===== config.mk =====
export PLATFORM = sky130hd
export DESIGN_NAME = s_store_unit
export DESIGN_NICKNAME = d
export VERILOG_FILES = /design/src/rtl/s_store_unit.sv
export SDC_FILE = /design/constraint.sdc
export NUM_CORES = 1
export LEC_CHECK = 0
export BUFFER_PORTS_ARGS = -buffer_cell sky130_fd_sc_hd__buf_2
export CORE_MARGIN = 5
export CORE_UTILIZATION = 55
export CTS_BUF_LIST = sky130_fd_sc_hd__clkbuf_16
export CTS_CLUSTER_DIAMETER = 200
export DETAILED_ROUTE_END_ITERATION = 16
export PLACE_DENSITY = 0.89
export SKIP_LAST_GASP = 1
export SLEW_MARGIN = 10
export SYNTH_ARGS = -nofsm -noshare
export SYNTH_HDL_FRONTEND = slang
export SYNTH_SLANG_ARGS = --single-unit

===== constraint.sdc =====
create_clock -name clk -period 6.6 [get_ports clk]
set_input_delay 1.32 -clock clk [delete_from_list [all_inputs] [get_ports clk]]
set_output_delay 1.32 -clock clk [all_outputs]
set_load 0.01 [all_outputs]

===== src/rtl/s_store_unit.sv =====
// rtl/s_store_unit.sv - S-type store unit: address calc, lane alignment, single-outstanding memory write
module s_store_unit #(
    parameter int XLEN        = 32,
    parameter int MEM_TIMEOUT = 15
) (
    input  logic            clk,
    input  logic            rst_n,
    input  logic            s_valid,
    output logic            s_ready,
    input  logic [6:0]      imm_MSB,
    input  logic [4:0]      imm_LSB,
    input  logic [2:0]      funct3,
    input  logic [XLEN-1:0] rs1_data,
    input  logic [XLEN-1:0] rs2_data,
    output logic            mem_req,
    output logic [XLEN-1:0] mem_addr,
    output logic [XLEN-1:0] mem_wdata,
    output logic [3:0]      mem_be,
    input  logic            mem_ack,
    output logic            done,
    output logic            misaligned,
    output logic            illegal,
    output logic            bus_err,
    output logic [XLEN-1:0] exc_addr
);

    typedef enum logic [2:0] {
        IDLE  = 3'd0,
        ISSUE = 3'd1,
        DONE  = 3'd2,
        FAULT = 3'd3,
        ERR   = 3'd4
    } state_t;

    localparam logic [7:0] CNT_LAST = 8'(MEM_TIMEOUT - 1);

    state_t          state, state_n;
    logic [7:0]      cnt;
    logic [XLEN-1:0] ea_q;
    logic            fault_ill_q;

    logic [11:0]     imm12;
    logic [XLEN-1:0] imm;
    logic [XLEN-1:0] ea;
    logic [3:0]      be_n;
    logic [XLEN-1:0] wdata_n;
    logic            mis_n;
    logic            ill_n;
    logic            accept;
    logic            timeout;

    assign imm12   = {imm_MSB, imm_LSB};
    assign imm     = {{(XLEN-12){imm12[11]}}, imm12};
    assign ea      = rs1_data + imm;
    assign accept  = s_valid && (state == IDLE);
    assign timeout = (cnt == CNT_LAST);

    // Width decode: lane enables, replicated data and fault classification
    always_comb begin
        be_n    = 4'b0000;
        wdata_n = rs2_data;
        mis_n   = 1'b0;
        ill_n   = 1'b0;
        case (funct3)
            3'b000: begin
                be_n    = 4'b0001 << ea[1:0];
                wdata_n = {4{rs2_data[7:0]}};
            end
            3'b001: begin
                be_n    = ea[1] ? 4'b1100 : 4'b0011;
                wdata_n = {2{rs2_data[15:0]}};
                mis_n   = ea[0];
            end
            3'b010: begin
                be_n    = 4'b1111;
                mis_n   = (ea[1:0] != 2'b00);
            end
            default: begin
                ill_n   = 1'b1;
            end
        endcase
    end

    // Next-state logic; ack wins over a simultaneous timeout
    always_comb begin
        state_n = state;
        case (state)
            IDLE: begin
                if (accept) state_n = (ill_n || mis_n) ? FAULT : ISSUE;
            end
            ISSUE: begin
                if (mem_ack)      state_n = DONE;
                else if (timeout) state_n = ERR;
            end
            DONE:    state_n = IDLE;
            FAULT:   state_n = IDLE;
            ERR:     state_n = IDLE;
            default: state_n = IDLE;
        endcase
    end

    // State register
    always_ff @(posedge clk or negedge rst_n) begin
        if (!rst_n) state <= IDLE;
        else        state <= state_n;
    end

    // Request capture, ack-wait counter and fault address
    always_ff @(posedge clk or negedge rst_n) begin
        if (!rst_n) begin
            mem_addr    <= '0;
            mem_wdata   <= '0;
            mem_be      <= 4'b0000;
            exc_addr    <= '0;
            ea_q        <= '0;
            fault_ill_q <= 1'b0;
            cnt         <= 8'd0;
        end else begin
            case (state)
                IDLE: begin
                    cnt <= 8'd0;
                    if (accept) begin
                        ea_q        <= ea;
                        fault_ill_q <= ill_n;
                        if (ill_n || mis_n) begin
                            mem_be   <= 4'b0000;
                            exc_addr <= ea;
                        end else begin
                            mem_addr  <= {ea[XLEN-1:2], 2'b00};
                            mem_wdata <= wdata_n;
                            mem_be    <= be_n;
                        end
                    end
                end
                ISSUE: begin
                    cnt <= cnt + 8'd1;
                    if (!mem_ack && timeout) exc_addr <= ea_q;
                end
                default: cnt <= 8'd0;
            endcase
        end
    end

    assign s_ready    = (state == IDLE);
    assign mem_req    = (state == ISSUE);
    assign done       = (state == DONE);
    assign misaligned = (state == FAULT) && !fault_ill_q;
    assign illegal    = (state == FAULT) && fault_ill_q;
    assign bus_err    = (state == ERR);

endmodule


After elaboration in Yosys (flattened, before gate mapping)
Cells that the tools add are included.
Storage, ports and cells
  register bits: 142
  bits of input ports: 83
  output and inout bits: 106
  logic and storage cells: 55
Cells by class
  $add $sub $neg: 2
  equality and inequality tests: 11
  shifts and indexed selects: 1
  muxes and demuxes: 16
  bitwise operators: 1
  reduce and logical (&&, ||, !) cells: 16
Operators with widths (number)
  32-bit case mux with 2 select lines: 2
  32-bit 2-to-1 mux: 3
  32-bit adder: 1
  4-bit case mux with 3 select lines: 1
  3-bit by 2-bit == test with 1-bit output, second input constant: 3
  3-bit 2-to-1 mux: 3
  8-bit by 1-bit adder with 8-bit output, second input constant: 1
  8-bit by 4-bit == test with 1-bit output, second input constant: 1
  4-bit 2-to-1 mux: 2
  8-bit 2-to-1 mux: 1
  3-bit by 1-bit == test with 1-bit output, second input constant: 2
  3-bit zero test: 2
  2-bit by 1-bit != test with 1-bit output, second input constant: 3
  3-bit case mux with 2 select lines: 1
  1-bit logical AND: 4
  2-bit AND reduction: 2
  4-bit AND reduction: 1
  2-bit nonzero test: 2
  1-bit by 2-bit left shift with 4-bit output, first input constant: 1
  3-bit == test, second input constant: 1
  3-bit by 1-bit != test with 1-bit output, second input constant: 1
  3-bit AND reduction: 1
  3-bit OR reduction: 1
  1-bit zero test: 2
  5 further kinds: 5

Logic depth before layout (Yosys ltp)
Gate-level depths: netlist (run 1).
  word-level depth: 7
  depth in mapped cells: 10
  depth with buffers taken out: 10

Least setup slack after synthesis (run 1)
No wires, ideal clock.
  path type: in2reg
  start: in imm_LSB[0]
  end: reg mem_addr[30]
  setup time: 0.134 ns
  data arrival time: 3.587 ns
  required time: 6.466 ns
  path slack: 2.879 ns
  stages: 10
  buffers on the path: 0
  cell sequence: ha_1 fa_1 a21oi_1 and4b_1 o211a_1 nor3_2 o31ai_2 a221oi_4 mux2i_1 o211ai_1
Between the ends
  word-level cells in the longest chain between the ends: 6
RTL lines
  start: declaration: line 11  | input logic [4:0] imm_LSB,
  32-bit adder *: line 54  | assign ea = rs1_data + imm;
  2-bit nonzero test: line 76  | mis_n = (ea[1:0] != 2'b00);
  1-bit case mux with 2 select lines: line 64  | case (funct3)
  1-bit logical OR: line 125  | if (ill_n || mis_n) begin
  1-bit NOT (no line)
  3-bit AND reduction (no line)
  end signal: assignment: line 129  | mem_addr <= {ea[XLEN-1:2], 2'b00};
  end: declaration: line 16  | output logic [XLEN-1:0] mem_addr,
Mark *: on every way between the ends. The rest lies on a longest branch, timed or not.
A chain may end at the register's enable or synchronous reset.

Worst setup path after layout (run 1)
Ends and elaborated chain as after synthesis.

==> results of run 1 <==
-- power by group through the flow --
stage	Clock, uW	Combinational, uW	Sequential (uW)
floorplan	0	733	1600
global placement	0	1380	1490
detailed placement	0	1430	1500
CTS	859	1440	1500
global route	894	1600	1540
finish	848	1430	1500
-- state kept, by name, summed over array words and instances (netlist names) --
name	cells
state	3
ea_q	32
mem_wdata	32
mem_be	4
mem_addr	30
cnt	8
exc_addr	32
fault_ill_q	1
-- layer usage --
| metal | part of all wire | track usage |
|---|---|---|
| met1 | 0.43 | 0.331 |
| met2 | 0.47 | 0.392 |
| met3 | 0.079 | 0.0633 |
| met4 | 0.020 | 0.0730 |
| met5 | 0 | 0 |
-- placed cells by master (no fill, tap or decap), types with 8 or more instances in the layout --
cell type	count
xnor2_1	18
and3_1	9
o211ai_1	14
o21ai_1	17
a21o_1	11
o21a_1	13
a21oi_1	53
nand3_1	20
inv_1	15
ha_1	33
nor2_1	51
nor3_1	9
buf_2	185
o21ai_0	112
xor2_1	17
clkbuf_16	17
dfrtp_1	142
mux2_2	8
nand2_1	156
mux2i_1	29
-- logic make-up (layout without fill, tap and decap cells) --
family | Yosys count | after routing
muxes | 37 | 37
other | 1 | 3
xor gates and xnor gates | 35 | 35
adders and majority gates | 34 | 34
buffers and inverters | 57 | 234
AOI/OAI and AO/OA | 253 | 253
and+or+nand+nor | 282 | 282
DFF | 142 | 142
-- layout make-up --
type | instances | area [um^2] | share of cell area
Tap cell | 180 | 225 | 0.0245
Clock inverter | 15 | 91.3 | 0.00993
Timing Repair Buffer | 191 | 975 | 0.106
Inverter | 11 | 41.3 | 0.00449
Clock buffer | 17 | 425 | 0.0462
Multi-Input combinational cell | 643 | 3890 | 0.422
Sequential cell | 142 | 3550 | 0.386
Antenna cell | 1 | 2.50 | 0.000272
-- worst max-delay path by stage --
stage | slack, ns | cells past startpoint | from | to
2_1_floorplan | 2.88 | 10 | imm_LSB[0] | mem_addr[30]
3_3_place_gp | 2.50 | 11 | imm_LSB[0] | mem_addr[30]
3_5_place_dp | 2.43 | 11 | imm_LSB[0] | mem_addr[30]
4_1_cts | 2.82 | 11 | imm_LSB[0] | mem_addr[30]
5_1_grt | 2.58 | 11 | imm_LSB[0] | mem_addr[30]
6_report | 2.80 | 11 | imm_LSB[0] | mem_addr[30]
-- critical path, stage by stage --
cell and delay, ns:
buf_2 0.10, ha_1 0.23, fa_1 0.42, a21oi_1 0.25, and4b_1 0.28, o211a_1 0.27
nor3_2 0.27, o31ai_2 0.17, a221oi_4 0.42, mux2i_1 0.24, o211ai_1 0.10
-- through the flow --
step / hold WS, ns / cells / area [um^2] / total power [uW] / util
floorplan: 0.445 / 842 / 7650 / 2340 / -
global placement: 0.457 / 1167 / 8680 / 2870 / 0.630
detailed placement: 0.463 / 1167 / 8680 / 2930 / 0.630
CTS: 0.475 / 1199 / 9200 / 3800 / 0.668
global route: 0.499 / 1200 / 9200 / 4040 / 0.668
finish: 0.471 / 1200 / 9200 / 3780 / 0.668
==> flow_metrics.tcl, run 1 <==
set metrics [dict create \
    outcome "completed" \
    cell_internal_pwr_uw 2330 \
    r2r_setup_slack_ns 2.91 \
    synth_top_area_share 0.465 \
    yosys_warnings 0 \
    yosysMostFrequentCell "nand2_1" \
    initial_utilization 0.555 \
    syn_avg_cell_area_um2 9.09 \
    ys_ff_latch 142 \
    pre_cts_ws_ns 2.43 \
    r2r_end "exc_addr[30]" \
    rsz0062_at_grt "no" \
    routed_via_density 5.66 \
    clkSinkCount 142 \
    drv_cap 0 \
    numPortBuffers 186 \
    setup_slack_ns 2.80 \
    fin_nets 1123 \
    synth.area.mux_share 0.0497 \
    synth-main-ff-cell "dfrtp_1" \
    crit_fanout 3 \
    ys_seq_area_frac 0.465 \
    dp_hpwl_um 14100 \
    worstHoldEndpoint "exc_addr[31]" \
    place.gp.congestion 0.916 \
    arrival_ns 4.06 \
    power_leakage_uw 0.00456 \
    clock.fmax_mhz 263 \
    grt_antenna_before_repair 1 \
    drv_slew 0 \
    synth_area_leader_cell "dfrtp_1" \
    synth_common_cells "158 x nand2_1, 142 x dfrtp_1, 112 x o21ai_0" \
    tightest_slew_ns 1.12 \
    yosys.area_share.adder 0.0566 \
    synth_xor_area_frac 0.0401 \
    grt_pass1_wl_um 32400 \
    hold_path_class "reg -> reg" \
    ys_top_cells_by_area "dfrtp_1 46%, nand2_1 7.8%, o21ai_0 7.3%" \
    ios 189 \
    cts.reportedPaths.clkPinSlew_ns 0.06 \
    power_density_mw_per_mm2 410 \
    p_sw_uw 1450 \
    dr.pass1.iters 5 \
    setup_viol 0 \
    routedWlPerCell_um 16.5 \
    coreArea_mm2 0.0138 \
    start_kind "primary input" \
    endpoint_kind "flop" \
    netlist_area_mm2 0.00765 \
    skew_ns 0.00831 \
    cts_made_buffers 17 \
    rr_startpoint "state[1]" \
    cts_setup_buffers 0 \
    p_seq_frac 0.397 \
    num_vias 6792 \
    placementRows 43 \
    drc_errors 0 \
    clkPwrFrac 0.225 \
    async_flop_share 1.00 \
    cts_tree "built" \
    peakVddDrop_mv 0.225 \
    die_h_um 128 \
    drt_iter0_drc 490 \
    reg2reg_depth 10 \
    period_needed_ns 3.80 \
    period_share 0.576 \
    synth_simple_gate_area_frac 0.163 \
    clock_latency_ns 0.42 \
    synth_compound_area_frac 0.196 \
    dieArea_mm2 0.0164 \
    die_w_um 128 \
    drt-total-wl_um 19800 \
    relSlewSlack 0.252 \
    ctsRootBufferMaster "clkbuf_16" \
    area_growth_pct 20.3 \
    yosysUniqueCellTypes 61 \
    cp.required_ns 6.86 \
    max-clock-path-buffers 2 \
    post_cts_resize_count 0 \
    syn-instance-count 841 \
    cts_hold_buf 0 \
    drtAntennaViolNets 0 \
    finalHoldViolCount 0 \
    grt_pass1_vias 6607 \
    grt_overflow 0 \
    synth_top_family_by_area "compound AO/OA/AOI/OAI gates" \
    grt_start_max_net_pins 120 \
    share_comb_of_total_power 0.378 \
    synth_edf_count 0 \
    tns_ns 0 \
    holdPathStages 2 \
    grtUsageTotal 0.245 \
    n_fill_cell 1092 \
    cts_max_level 4 \
    drive_gt1_frac 0.237 \
    swShare 0.384 \
    crit_type "in -> reg" \
    hold_start "exc_addr[31]" \
]
(Power assumes the default switching activity.)
==> run 2: changes to the inputs <==
- CORE_UTILIZATION: 55 -> 54
- PLACE_DENSITY: 0.89 -> 0.88
- clock period: 6.6 -> 4 ns (I/O delays scaled with it)
==> flow_metrics.tcl, run 2 (same netlist as run 1, synthesis figures left out) <==
set metrics [dict create \
    ios 189 \
    placedCellCount 1171 \
    drt_iter0_drc 597 \
    total_power_uw 6390 \
    layout_common_cells "185 x buf_2, 156 x nand2_1, 142 x dfrtp_1" \
    initial_utilization 0.551 \
    crit_fanout 52 \
    endpoint_kind "primary output" \
    hold_path_class "in -> async" \
    n_fill_cell 1104 \
    arrival_ns 2.47 \
    coreArea_mm2 0.0139 \
    multiInputGateArea_mm2 0.00389 \
    relSlewSlack 0.282 \
    reg_top3 "ea_q (32), exc_addr (32), mem_wdata (32)" \
    routedWlPerCell_um 16.5 \
    drt-total-wl_um 19900 \
    grt_pass1_wl_um 32300 \
    grt_overflow 0 \
    layout_commonest_cell "buf_2" \
    place.gp.congestion 0.895 \
    period_share 0.818 \
    placed_area_mm2 0.00872 \
    num_vias 6803 \
    drv_slew 0 \
    final_cells 1202 \
    drc_errors 0 \
    drive_gt1_frac 0.245 \
    power_leakage_uw 0.00458 \
    die_h_um 129 \
    cts.reportedPaths.clkPinSlew_ns 0.06 \
    setup_viol 0 \
    clock.fmax_mhz 306 \
    dieArea_mm2 0.0166 \
    post-route-util 0.670 \
    drv_cap 0 \
    period_needed_ns 3.27 \
    cts_tree "built" \
    cts_made_buffers 17 \
    max-clock-path-buffers 2 \
    regArea_mm2 0.00355 \
    cts_setup_buffers 0 \
    cts_hold_buf 0 \
    cp.required_ns 3.20 \
    routed_via_density 5.66 \
    crit_type "reg -> out" \
    clkSinkCount 142 \
    numPortBuffers 186 \
    outcome "completed" \
    post_cts_resize_count 0 \
    tightest_slew_ns 1.08 \
    diodes 0 \
    grt_antenna_before_repair 0 \
    placementRows 43 \
    peakVddDrop_mv 0.388 \
    dr.pass1.iters 5 \
    stdcell_area_mm2 0.00930 \
    tns_ns 0 \
    grt_start_max_net_pins 94 \
    clock_latency_ns 0.42 \
    dp_hpwl_um 14400 \
    skew_ns 0.00848 \
    fin_nets 1127 \
    area_growth_pct 21.6 \
    grtUsageTotal 0.242 \
    grt_pass1_vias 6610 \
    ctsRootBufferMaster "clkbuf_16" \
    start_kind "flop" \
    die_w_um 129 \
    power_density_mw_per_mm2 687 \
    drtAntennaViolNets 0 \
    cts_max_level 4 \
    finalHoldViolCount 0 \
    rsz0062_at_grt "no" \
]
[run 2: cell count changes in the layout (fill, tap and decap cells not counted)]
cell and change:
buf_12 +1, buf_4 +3, bufinv_16 +2, clkinv_1 -1, clkinvlp_4 +3, diode_2 -1
inv_1 -5
[run 2: worst paths after layout]
check / end / slack (ns) / cells past startpoint / startpoint
min: mem_wdata[8] / 0.47 / 1 / rst_n
max in group asynchronous: ea_q[30] / 2.78 / 2 / rst_n
max reg2reg: exc_addr[30] / 1.26 / 9 / state[2]
min in group clk: exc_addr[31] / 0.47 / 2 / exc_addr[31]
min reg2reg: exc_addr[31] / 0.47 / 2 / exc_addr[31]
max: mem_req / 0.73 / 4 / state[2]
[run 2: area by class of cell]
class / instances / share of cell area
inverters: 11 / 0.00444
clock buffers: 17 / 0.0457
repair buffers: 195 / 0.109
clock inverters: 14 / 0.0163
well taps: 180 / 0.0242
flip-flops and latches: 142 / 0.382
multi-input cells: 643 / 0.418
[run 2: per-layer routing]
layer / vias to the layer above / GRT usage / share of wire
li1: 3281 / - / -
met1: 3223 / 0.327 / 0.43
met2: 264 / 0.391 / 0.47
met3: 35 / 0.0540 / 0.076
met4: 0 / 0.0791 / 0.018
met5: - / 0 / 0
[run 2: worst max-delay path, cell delays in order (launching register included)]
cell	delay, ns
dfrtp_1	0.43
or3b_1	0.72
inv_2	0.16
buf_4	0.47
buf_2	0.24
[run 2: where the power goes]
| group | internal [uW] | switching (uW) | leakage, uW |
|---|---|---|---|
| Sequential | 2090 | 363 | 0.00176 |
| Clock | 963 | 595 | 0.000273 |
| Combinational | 934 | 1440 | 0.00255 |
| Total | 3990 | 2400 | 0.00458 |
[run 2: through the flow]
step	worst slack (ns)	hold WS, ns
2_1_floorplan	0.799	0.445
3_3_place_gp	0.439	0.456
3_5_place_dp	0.377	0.461
4_1_cts	0.728	0.474
5_1_grt	0.573	0.497
6_report	0.729	0.468
